## config.mk

```make
export PLATFORM = sky130hd
export DESIGN_NAME = pw_capture_sequencer
export DESIGN_NICKNAME = d
export VERILOG_FILES = /design/src/rtl/pw_capture_sequencer.sv
export SDC_FILE = /design/constraint.sdc
export NUM_CORES = 1
export LEC_CHECK = 0
export ABC_AREA = 1
export BUFFER_PORTS_ARGS = -buffer_cell sky130_fd_sc_hd__buf_2
export CAP_MARGIN = 20
export CORE_MARGIN = 5
export CORE_UTILIZATION = 45
export DETAILED_ROUTE_END_ITERATION = 8
export PLACE_DENSITY = 0.65
export RECOVER_POWER = 25
export SETUP_SLACK_MARGIN = 0.2
export SYNTH_ARGS = -nofsm -noshare
export SYNTH_HDL_FRONTEND = slang
export SYNTH_SLANG_ARGS = --single-unit
```

## constraint.sdc

```tcl
create_clock -name fe_clk -period 5.9 [get_ports fe_clk]
set_input_delay 1.18 -clock fe_clk [delete_from_list [all_inputs] [get_ports fe_clk]]
set_output_delay 1.18 -clock fe_clk [all_outputs]
set_load 0.02 [all_outputs]
```

## src/rtl/pw_capture_sequencer.sv

```systemverilog
// Sniff capture sequencer: arms on request, starts on a pattern match and streams
// DATA/STAT/TIME entries into the sniff FIFO until the length limit or a disarm.
module pw_capture_sequencer #(
   parameter int pTIMESTAMP_FULL_WIDTH  = 16,
   parameter int pTIMESTAMP_SHORT_WIDTH = 3,
   parameter int pCAPTURE_LEN_WIDTH     = 16
) (
   input  logic                             fe_clk,
   input  logic                             reset_i,
   input  logic                             I_arm,
   input  logic                             I_match,
   input  logic [pCAPTURE_LEN_WIDTH-1:0]    I_capture_len,
   input  logic                             I_timestamps_disable,
   input  logic                             I_event_valid,
   input  logic                             I_event_is_stat,
   input  logic [7:0]                       I_event_data,
   input  logic [4:0]                       I_event_stat,
   input  logic                             I_fifo_full,
   output logic                             O_fifo_wr,
   output logic [1:0]                       O_fifo_cmd,
   output logic [pTIMESTAMP_FULL_WIDTH-1:0] O_fifo_time,
   output logic [7:0]                       O_fifo_data,
   output logic [4:0]                       O_fifo_stat,
   output logic                             O_capturing,
   output logic                             O_done,
   output logic                             O_overflow,
   output logic [pCAPTURE_LEN_WIDTH-1:0]    O_entry_count
);

   // state     | meaning
   // S_IDLE    | not armed; waits for I_arm
   // S_ARMED   | armed; counters cleared; waits for I_match
   // S_CAPTURE | streaming entries into the FIFO
   // S_DONE    | length limit reached; waits for disarm

   localparam int TW = pTIMESTAMP_FULL_WIDTH;
   localparam int SW = pTIMESTAMP_SHORT_WIDTH;
   localparam int CW = pCAPTURE_LEN_WIDTH;

   localparam logic [1:0] FE_FIFO_CMD_DATA = 2'd0;
   localparam logic [1:0] FE_FIFO_CMD_STAT = 2'd1;
   localparam logic [1:0] FE_FIFO_CMD_TIME = 2'd2;

   localparam logic [TW-1:0] GAP_MAX   = '1;
   localparam logic [CW-1:0] COUNT_MAX = '1;

   typedef enum logic [1:0] {
      S_IDLE    = 2'd0,
      S_ARMED   = 2'd1,
      S_CAPTURE = 2'd2,
      S_DONE    = 2'd3
   } state_t;

   state_t          state_q, state_d;
   logic [TW-1:0]   gap_q, gap_d;
   logic [CW-1:0]   count_q, count_d;
   logic [CW-1:0]   len_q, len_d;
   logic            overflow_q, overflow_d;

   logic            pend_valid_q, pend_valid_d;
   logic            pend_is_stat_q, pend_is_stat_d;
   logic [7:0]      pend_data_q, pend_data_d;
   logic [4:0]      pend_stat_q, pend_stat_d;

   logic            wr_q, wr_d;
   logic [1:0]      cmd_q, cmd_d;
   logic [TW-1:0]   time_q, time_d;
   logic [7:0]      data_q, data_d;
   logic [4:0]      stat_q, stat_d;

   logic            try_wr;
   logic [1:0]      entry_cmd;
   logic [TW-1:0]   entry_time;
   logic [7:0]      entry_data;
   logic [4:0]      entry_stat;
   logic [CW-1:0]   count_inc;
   logic            short_gap;

   // A gap fits the short field when every bit above it is zero.
   assign short_gap = (gap_q[TW-1:SW] == '0);
   assign count_inc = (count_q == COUNT_MAX) ? count_q : count_q + 1'b1;

   always_ff @(posedge fe_clk) begin
      if (reset_i) begin
         state_q        <= S_IDLE;
         gap_q          <= '0;
         count_q        <= '0;
         len_q          <= '0;
         overflow_q     <= 1'b0;
         pend_valid_q   <= 1'b0;
         pend_is_stat_q <= 1'b0;
         pend_data_q    <= '0;
         pend_stat_q    <= '0;
         wr_q           <= 1'b0;
         cmd_q          <= '0;
         time_q         <= '0;
         data_q         <= '0;
         stat_q         <= '0;
      end else begin
         state_q        <= state_d;
         gap_q          <= gap_d;
         count_q        <= count_d;
         len_q          <= len_d;
         overflow_q     <= overflow_d;
         pend_valid_q   <= pend_valid_d;
         pend_is_stat_q <= pend_is_stat_d;
         pend_data_q    <= pend_data_d;
         pend_stat_q    <= pend_stat_d;
         wr_q           <= wr_d;
         cmd_q          <= cmd_d;
         time_q         <= time_d;
         data_q         <= data_d;
         stat_q         <= stat_d;
      end
   end

   always_comb begin
      state_d        = state_q;
      gap_d          = gap_q;
      count_d        = count_q;
      len_d          = len_q;
      overflow_d     = overflow_q;
      pend_valid_d   = pend_valid_q;
      pend_is_stat_d = pend_is_stat_q;
      pend_data_d    = pend_data_q;
      pend_stat_d    = pend_stat_q;
      wr_d           = 1'b0;
      cmd_d          = FE_FIFO_CMD_DATA;
      time_d         = '0;
      data_d         = '0;
      stat_d         = '0;
      try_wr         = 1'b0;
      entry_cmd      = FE_FIFO_CMD_DATA;
      entry_time     = '0;
      entry_data     = '0;
      entry_stat     = '0;

      case (state_q)
         S_IDLE: begin
            pend_valid_d = 1'b0;
            if (I_arm) state_d = S_ARMED;
         end

         S_ARMED: begin
            gap_d        = '0;
            count_d      = '0;
            overflow_d   = 1'b0;
            pend_valid_d = 1'b0;
            if (!I_arm) begin
               state_d = S_IDLE;
            end else if (I_match) begin
               state_d = S_CAPTURE;
               len_d   = I_capture_len;
            end
         end

         S_CAPTURE: begin
            if (!I_arm) begin
               state_d      = S_IDLE;
               pend_valid_d = 1'b0;
            end else begin
               if (pend_valid_q) begin
                  // second half of a TIME/event pair; a colliding event is lost
                  try_wr       = 1'b1;
                  entry_cmd    = pend_is_stat_q ? FE_FIFO_CMD_STAT : FE_FIFO_CMD_DATA;
                  entry_data   = pend_is_stat_q ? 8'd0 : pend_data_q;
                  entry_stat   = pend_is_stat_q ? pend_stat_q : 5'd0;
                  pend_valid_d = 1'b0;
                  if (I_event_valid) overflow_d = 1'b1;
               end else if (I_event_valid) begin
                  try_wr     = 1'b1;
                  entry_data = I_event_is_stat ? 8'd0 : I_event_data;
                  entry_stat = I_event_is_stat ? I_event_stat : 5'd0;
                  entry_cmd  = I_event_is_stat ? FE_FIFO_CMD_STAT : FE_FIFO_CMD_DATA;
                  if (I_timestamps_disable) begin
                     entry_time = '0;
                  end else if (short_gap) begin
                     entry_time = gap_q;
                  end else begin
                     entry_cmd      = FE_FIFO_CMD_TIME;
                     entry_time     = gap_q;
                     entry_data     = '0;
                     entry_stat     = '0;
                     pend_valid_d   = 1'b1;
                     pend_is_stat_d = I_event_is_stat;
                     pend_data_d    = I_event_data;
                     pend_stat_d    = I_event_stat;
                  end
               end else if (!I_timestamps_disable && gap_q == GAP_MAX) begin
                  try_wr     = 1'b1;
                  entry_cmd  = FE_FIFO_CMD_TIME;
                  entry_time = GAP_MAX;
               end

               if (try_wr && !I_fifo_full) begin
                  wr_d    = 1'b1;
                  cmd_d   = entry_cmd;
                  time_d  = entry_time;
                  data_d  = entry_data;
                  stat_d  = entry_stat;
                  gap_d   = '0;
                  count_d = count_inc;
                  if (len_q != '0 && count_inc == len_q) begin
                     state_d      = S_DONE;
                     pend_valid_d = 1'b0;
                  end
               end else begin
                  if (try_wr) overflow_d = 1'b1;
                  gap_d = gap_q + 1'b1;
               end
            end
         end

         S_DONE: begin
            pend_valid_d = 1'b0;
            if (!I_arm) state_d = S_IDLE;
         end

         default: state_d = S_IDLE;
      endcase
   end

   assign O_fifo_wr     = wr_q;
   assign O_fifo_cmd    = cmd_q;
   assign O_fifo_time   = time_q;
   assign O_fifo_data   = data_q;
   assign O_fifo_stat   = stat_q;
   assign O_capturing   = (state_q == S_CAPTURE);
   assign O_done        = (state_q == S_DONE);
   assign O_overflow    = overflow_q;
   assign O_entry_count = count_q;

endmodule

```

==> results of run 1 <==
==> cells by family after synthesis <==
logic type      after synthesis  share of synthesized area [%]
compound gates              147                           17.3
flops                        98                           40.1
fa+ha+maj                     2                          0.512
simple gates                300                           29.9
buf+inv                     122                           10.1
xor+xnor                     12                           2.15
==> stage by stage <==
stage                     worst slack [ns]  instance area (sq um)  util, %
after detailed placement              2.38                   5380     50.0
after global placement                2.50                   5380     50.0
after floorplan                       3.55                   4890        -
final                                 2.75                   5510     51.3
after global routing                  2.52                   5510     51.3
after CTS                             2.76                   5560     51.7
==> worst register-to-register path, delay by kind of cell (launching register included) <==
kind / cells / cell delay [ns]
flops: 1 / 0.38
compound gates: 3 / 1.22
fa+ha+maj: 1 / 0.22
simple gates: 8 / 0.89
==> cell type report <==
cell class	count	area [sq um]	area share, %
clock buffers	12	145	2.63
flip-flops and latches	98	1960	35.6
inverters	95	358	6.49
repair buffers	88	398	7.22
well taps	140	175	3.18
clock inverters	4	35.0	0.636
multi-input cells	461	2440	44.2
==> sequential cells by signal (all words and copies together) (netlist names) <==
signal,flops
pend_valid_q,1
O_overflow,1
len_q,16
pend_data_q,8
O_entry_count,16
gap_q,16
state_q,2
pend_is_stat_q,1
O_fifo_cmd,2
O_fifo_data,8
O_fifo_time,16
O_fifo_wr,1
O_fifo_stat,5
pend_stat_q,5
==> Yosys cell counts, drive strengths merged <==
master	n
a211oi	4
a21oi	73
a32oi	8
buf	10
clkbuf	17
clkinv	3
dfxtp	98
ha	2
inv	92
nand2	135
nand3	55
nand3b	4
nand4	20
nor2	71
nor3	5
nor4	8
o211ai	2
o21ai	47
o22ai	8
o31ai	4
o32ai	1
or2	2
xnor2	3
xor2	9
==> power breakdown <==
| part | internal [uW] | total, uW | switching, uW |
|---|---|---|---|
| combinational | 166 | 532 | 365 |
| clock | 169 | 412 | 243 |
| sequential | 708 | 773 | 64.3 |
| total | 1040 | 1720 | 673 |
==> per-layer routing <==
metal / global-route usage, % / share of wire (%) / wire (um) / vias up
met2: 31.4 / 45 / 5920 / 129
met4: 5.30 / 0.94 / 123 / 0
met1: 28.0 / 48 / 6250 / 2188
met5: 0 / 0 / 0 / -
li1: - / - / - / 2393
met3: 5.60 / 5.9 / 769 / 9
==> worst paths after layout <==
kind | startpoint | end | slack (ns) | cells past startpoint
hold reg to reg | pend_data_q[2]$_SDFFE_PP0P_ | pend_data_q[2]$_SDFFE_PP0P_ | 0.45 | 2
hold / removal | pend_data_q[2]$_SDFFE_PP0P_ | pend_data_q[2]$_SDFFE_PP0P_ | 0.45 | 2
setup / recovery | I_timestamps_disable | gap_q[3]$_SDFFE_PP0P_ | 2.75 | 11
setup reg to reg | gap_q[1]$_SDFFE_PP0P_ | O_entry_count[0]$_SDFFE_PP0P_ | 3.06 | 12
==> impl_metrics.ini, run 1 <==
[sta]
rsz0062_at_grt = false
hold_viol = 0
hold_slack_ns = 0.452
fin_skew_ns = 0.0128
setup_violations = 0
period_needed_ns = 3.15
max_freq_mhz = 317
relSlewSlack_pct = 26.2
drv_slew = 0
worst_slew_pin_slew_ns = 1.10
period_share_pct = 53.4
final.setup.tns_ns = 0

[synthesis]
synth_nets = 720
synth_top_area_cell = dfxtp_1
ys_ff_latch = 98
ys_warn_count = 0
ys_types = 40
yosysTopAreaCellShare_pct = 40.1
synth_sequential_area_ratio_pct = 40.1
netlist_top_cells_area = dfxtp_1, nand2_1, inv_1, a21oi_1, nor2_1
netlist_area_sq_mm = 0.00489
avgSynthCellArea_sq_um = 7.18
syn_inst = 681

[route]
dr_total_vias = 4719
drt_iter0_markers = 292
routed_wl_um = 13100
viasPerCell = 5.26
ant_nets = 0
drt_pre_antenna_iters = 5
wl_per_cell_um = 14.5
drc = 0

[clocking]
cts_post_setup_buffers_inserted = 0
cts.sinks = 98
cts_tree = yes
path_clk_slew_ns = 0.10
cts_root_buf = clkbuf_8
clock_path_buffers = 2
cts_resized = 0
clock_latency_ns = 0.38
htreeDepth = 3
hold_buffers = 0
cts-buffers-inserted = 9

[die]
core-area_sq_mm = 0.0107
rows = 38
start_util_pct = 45.5
io_pins = 88
die_y_um = 114
fp.dieW_um = 114
dieArea_sq_mm = 0.0131

[outcome]
status = completed

[final_layout]
final_common_cell = nand2_1
fill_cells = 1126
syn2layout_area_growth_pct = 12.7
final_cell_mix = nand2_1, dfxtp_1, inv_1
instances_no_fill = 898
drive_above_1_share_pct = 15.0
antenna_cells = 0
nNetsFinal = 792

[setup_path]
cp-end-kind = register
path_cells = buf_2, clkinv_1, nand4_2, nand3_2, nand2_4, inv_1, nor2_1, inv_1, o22ai_1, inv_1, nor2_1
cp.required_ns = 6.22
critPathMostFrequentCell = inv_1
path_delay_family = simple AND/OR/NAND/NOR gates
cp_max_fo = 17
cp.arrival_ns = 3.47
critPathLaunchType = primary input
cpMaxStageDelayCell = nor2_1
crit_type = in -> reg
crit_buf_inv = 5
cpPeakStageDelay_ns = 0.70

[global_routing]
antenna_found_initial = 0
grt_max_degree = 37
grt.overflow.total = 0
grtUsageTotal_pct = 20.3
grt_pass1_vias = 4449
grt_pass1_wl_um = 21200

[pwr]
ir_drop_mv = 0.124
power.total_uw = 1720
power_density_mw_per_mm2 = 311
p_leak_uw = 0.00222

[placed_design]
gp_congestion = 0.892
hpwl_um = 9790
port_buffers = 87
dp_cells = 882

[worst_hold_path]
hp-class = reg -> reg

[job]
cap_violations = 0
No activity file was read; power rests on OpenSTA's default activity.
==> run 2: changes to the inputs <==
- PLACE_DENSITY: 0.65 -> 0.67
- clock period: 5.9 -> 2.75 ns (I/O delays scaled with it)
==> run 2 against run 1 <==
- die area unchanged
- non-clock buffer count grew 7
- final cell count rose by 0.78%
- utilization increased by 0.83 points
- global-route usage up 0.20 points
- clock power up 140%
- setup slack lost 2.3 ns
- clock skew grew 0.00092 ns
- register-to-register slack lost 2.7 ns
- sequential share of layout area decreased by 0.56 points
- cell area up 1.6%
==> impl_metrics.ini, run 2 (same netlist as run 1, synthesis figures left out) <==
[outcome]
status = completed

[die]
die_y_um = 114
rows = 38
dieArea_sq_mm = 0.0131
io_pins = 88
start_util_pct = 45.5
core-area_sq_mm = 0.0107
fp.dieW_um = 114

[pwr]
switching_share_pct = 38.4
p_leak_uw = 0.00227
ir_drop_mv = 0.283
power_density_mw_per_mm2 = 679
p_sw_uw = 1460
power.total_uw = 3800
seqPwrFrac_pct = 43.6
power_frac_clock_pct = 25.5
p_int_uw = 2340
comb_power_share_pct = 30.9

[final_layout]
drive_above_1_share_pct = 16.1
nNetsFinal = 799
syn2layout_area_growth_pct = 14.5
area.sequential_sq_mm = 0.00196
fill_cells = 1135
final_common_cell = nand2_1
antenna_cells = 0
final_cell_mix = nand2_1, dfxtp_1, inv_1
multi_input_area_sq_mm = 0.00245

[clocking]
cts_root_buf = clkbuf_8
cts_tree = yes
cts-buffers-inserted = 9
clock_path_buffers = 2
cts.sinks = 98
htreeDepth = 3
clock_latency_ns = 0.37
path_clk_slew_ns = 0.10

[route]
ant_nets = 0
drc = 0
viasPerCell = 5.28
routed_wl_um = 13300
drt_iter0_markers = 387
dr_total_vias = 4774
drt_pre_antenna_iters = 5
wl_per_cell_um = 14.7

[placed_design]
port_buffers = 87
hpwl_um = 10100
gp_congestion = 0.909

[worst_hold_path]
hp-class = in -> reg

[setup_path]
path_delay_family = simple AND/OR/NAND/NOR gates
crit_type = reg -> reg
critPathMostFrequentCell = nor2_1
cp_max_fo = 13
cpPeakStageDelay_ns = 0.39
cp-end-kind = register
path_cells = ha_1, nand3_2, nor3_2, nand2_2, nor2_4, nand4_2, nand3_2, nand2_4, inv_1, nor2_1, buf_4, nor2_1, nand3_1, nand2_1, nor2_1
cpMaxStageDelayCell = dfxtp_1
critPathLaunchType = register
cp.required_ns = 3.01
cp.arrival_ns = 2.60
crit_buf_inv = 2

[sta]
max_freq_mhz = 427
worst_slew_pin_slew_ns = 0.779
hold_viol = 0
drv_slew = 0
rsz0062_at_grt = true
period_share_pct = 85.1
hold_slack_ns = 0.434
fin_skew_ns = 0.0137
relSlewSlack_pct = 47.9
period_needed_ns = 2.34
final.setup.tns_ns = 0
setup_violations = 0

[global_routing]
grt_pass1_vias = 4505
grt_pass1_wl_um = 21700
grtUsageTotal_pct = 20.5
antenna_found_initial = 0
grt_max_degree = 32
grt.overflow.total = 0

[job]
cap_violations = 0
## run 2: cell types whose count changed in the layout (fill, tap and decap cells not counted), sizes merged
cell	delta
bufinv	+1
buf	+6
## run 2: area by class of cell
cell class	count	area share, %
Clock inverter	5	1.12
Multi-Input combinational cell	461	43.7
Sequential cell	98	35.0
Tap cell	140	3.13
Clock buffer	11	2.53
Timing Repair Buffer	95	8.02
Inverter	95	6.44
## run 2: final timing paths
path	from	endpoint	slack, ns	cells past startpoint
setup reg to reg	gap_q[1]$_SDFFE_PP0P_	state_q[1]$_SDFFE_PP0P_	0.41	15
hold / removal	I_capture_len[12]	len_q[12]$_SDFFE_PP0P_	0.43	3
hold reg to reg	pend_data_q[3]$_SDFFE_PP0P_	pend_data_q[3]$_SDFFE_PP0P_	0.45	2
setup / recovery	gap_q[1]$_SDFFE_PP0P_	state_q[1]$_SDFFE_PP0P_	0.41	15
## run 2: repair_timing
item                       4_1_cts  5_1_grt
resized for setup                0        5
setup endpoints to repair        0        6
setup buffers                    0        0
hold buffers                     0        0
hold endpoints to repair         0        0
## run 2: metal layers
layer	GRT usage, %	routed length [um]	share of wire [%]
met1	27.5	6050	46
met2	33.9	6200	47
met3	3.70	893	6.7
met4	5.70	144	1.1
met5	0	0	0
## run 2: worst register-to-register path, delay by kind of cell, from the launching register on
family / cells / cell delay, ns
simple gates: 12 / 1.34
flops: 1 / 0.39
buf+inv: 2 / 0.30
fa+ha+maj: 1 / 0.22
## run 2: per-stage QoR
stage / cells / area, sq um / utilization [%] / setup slack (ns)
after global routing: 905 / 5600 / 52.1 / 0.181
final: 905 / 5600 / 52.1 / 0.409
after detailed placement: 889 / 5430 / 50.5 / 0.379
after global placement: 889 / 5430 / 50.5 / 0.434
after floorplan: 681 / 4890 / - / 0.582
after CTS: 905 / 5630 / 52.4 / 0.345
## run 2: power groups by stage
stage          Clock (uW)  Combinational [uW]  Sequential [uW]
2_1_floorplan           0                 775             1700
3_3_place_gp            0                1170             1680
3_5_place_dp            0                1160             1690
4_1_cts               997                1170             1660
5_1_grt              1040                1300             1680
6_report              970                1180             1660
==> run 3: changes to the inputs <==
==> constraint.sdc (replaced) <==
create_clock -name fe_clk -period 2.75 [get_ports fe_clk]
set_input_delay 0.825 -clock fe_clk [delete_from_list [all_inputs] [get_ports fe_clk]]
set_output_delay 0.825 -clock fe_clk [all_outputs]
set_load 0.02 [all_outputs]
==> run 3 against run 2 <==
- via count up 0.29%
- clock skew rose by 0.0036 ns
- critical path depth did not move
- die area is the same
- worst hold slack improved by 0.016 ns
- utilization is 0.13 points higher
- cell area up 0.25%
- clock power fell by 8.5%
- global-route usage grew 0.44 points
- clock-buffer cell count up 1
- fmax decreased by 0.93%
- largest power group unchanged
==> impl_metrics.ini, run 3 (same netlist as run 1, synthesis figures left out) <==
[outcome]
status = completed

[clocking]
cts_tree = yes
clock_path_buffers = 2
cts_root_buf = clkbuf_8
hold_buffers = 0
cts_resized = 0
clock_latency_ns = 0.38
cts_post_setup_buffers_inserted = 0
cts-buffers-inserted = 9
cts.sinks = 98
htreeDepth = 3
path_clk_slew_ns = 0.10

[final_layout]
final_cell_mix = nand2_1, dfxtp_1, inv_1
antenna_cells = 0
nNetsFinal = 804
syn2layout_area_growth_pct = 14.8
drive_above_1_share_pct = 17.0
instances_no_fill = 909
final_common_cell = nand2_1

[setup_path]
cp.arrival_ns = 2.64
cpMaxStageDelayCell = dfxtp_1
crit_buf_inv = 0
critPathMostFrequentCell = nand2_1
critPathLaunchType = register
path_delay_family = simple AND/OR/NAND/NOR gates
cp_max_fo = 5
crit_type = reg -> reg
path_cells = nand2_1, nor2_2, nand2_1, xor2_1, nand2_1, nand2_1, nand2_1, nor2_1, nand2_1, nor2_1, nand3_1, nand2_2, nand3_1, nand2_1, nor2_1
cpPeakStageDelay_ns = 0.47
cp.required_ns = 3.03
cp-end-kind = register

[global_routing]
grt_pass1_vias = 4615
grt.overflow.total = 0
grtUsageTotal_pct = 20.9
grt_max_degree = 34
antenna_found_initial = 0
grt_pass1_wl_um = 21900

[die]
die_y_um = 114
io_pins = 88
dieArea_sq_mm = 0.0131
core-area_sq_mm = 0.0107
rows = 38
fp.dieW_um = 114
start_util_pct = 45.5

[pwr]
power_density_mw_per_mm2 = 669
ir_drop_mv = 0.350
p_leak_uw = 0.00230

[route]
dr_total_vias = 4788
routed_wl_um = 13500
viasPerCell = 5.27
wl_per_cell_um = 14.8
ant_nets = 0
drt_iter0_markers = 441
drc = 0
drt_pre_antenna_iters = 5

[sta]
period_share_pct = 85.9
relSlewSlack_pct = 50.1
worst_slew_pin_slew_ns = 0.747
drv_slew = 0
setup_violations = 0
setup_slack_ns = 0.387
max_freq_mhz = 423
final.setup.tns_ns = 0
fin_skew_ns = 0.0173
hold_viol = 0
period_needed_ns = 2.36
rsz0062_at_grt = false

[placed_design]
pre_cts_ws_ns = 0.332
gp_congestion = 0.923
dp_cells = 894
port_buffers = 87
hpwl_um = 10100

[job]
cap_violations = 0

[worst_hold_path]
hp-class = reg -> reg
## run 3: changes by cell type in the layout (fill, tap and decap cells not counted), sizes merged
cell    before  now
clkinv       4    3
bufinv       1    0
buf         58   67
clkbuf      48   45
## run 3: tightest hold or removal path: stages, from the launching register on
cell and delay [ns]:
dfxtp_1 0.32, inv_1 0.05, a21oi_1 0.05
## run 3: report_power, final
group | leakage (uW) | internal (uW) | switching, uW
registers | 0.000792 | 1520 | 131
logic | 0.00142 | 394 | 822
clock network | 0.0000851 | 378 | 511
## run 3: stage by stage
| step | total power, uW | hold slack [ns] | utilization [%] | area, sq um |
|---|---|---|---|---|
| finish | 3750 | 0.450 | 52.2 | 5610 |
| global route | 3990 | 0.475 | 52.2 | 5610 |
| CTS | 3760 | 0.453 | 52.5 | 5640 |
| detailed placement | 2870 | 0.439 | 50.9 | 5470 |
| global placement | 2870 | 0.431 | 50.9 | 5470 |
| floorplan | 2470 | 0.424 | - | 4890 |
## run 3: final timing paths
path                                                    end  slack [ns]                     startpoint  depth (start not counted)
worst max-delay path                state_q[1]$_SDFFE_PP0P_        0.39  O_entry_count[4]$_SDFFE_PP0P_                         15
worst min-delay path            pend_data_q[2]$_SDFFE_PP0P_        0.45    pend_data_q[2]$_SDFFE_PP0P_                          2
worst max register to register      state_q[1]$_SDFFE_PP0P_        0.39  O_entry_count[4]$_SDFFE_PP0P_                         15
worst min register to register  pend_data_q[2]$_SDFFE_PP0P_        0.45    pend_data_q[2]$_SDFFE_PP0P_                          2
## run 3: area by class of cell
type | instances | area [sq um]
clock buffer | 12 | 155
clock inverter | 3 | 23.8
fill | 1105 | 5130
inverter | 95 | 358
multi-input combinational | 461 | 2450
sequential | 98 | 1960
tap | 140 | 175
timing repair buffer | 100 | 492
## run 3: per-layer routing
metal / wire (um) / vias to the layer above / global-route usage, %
met2: 6280 / 141 / 34.0
met1: 6170 / 2207 / 27.6
met4: 258 / 0 / 7.92
met3: 767 / 18 / 3.86
met5: 0 / - / 0
li1: - / 2422 / -
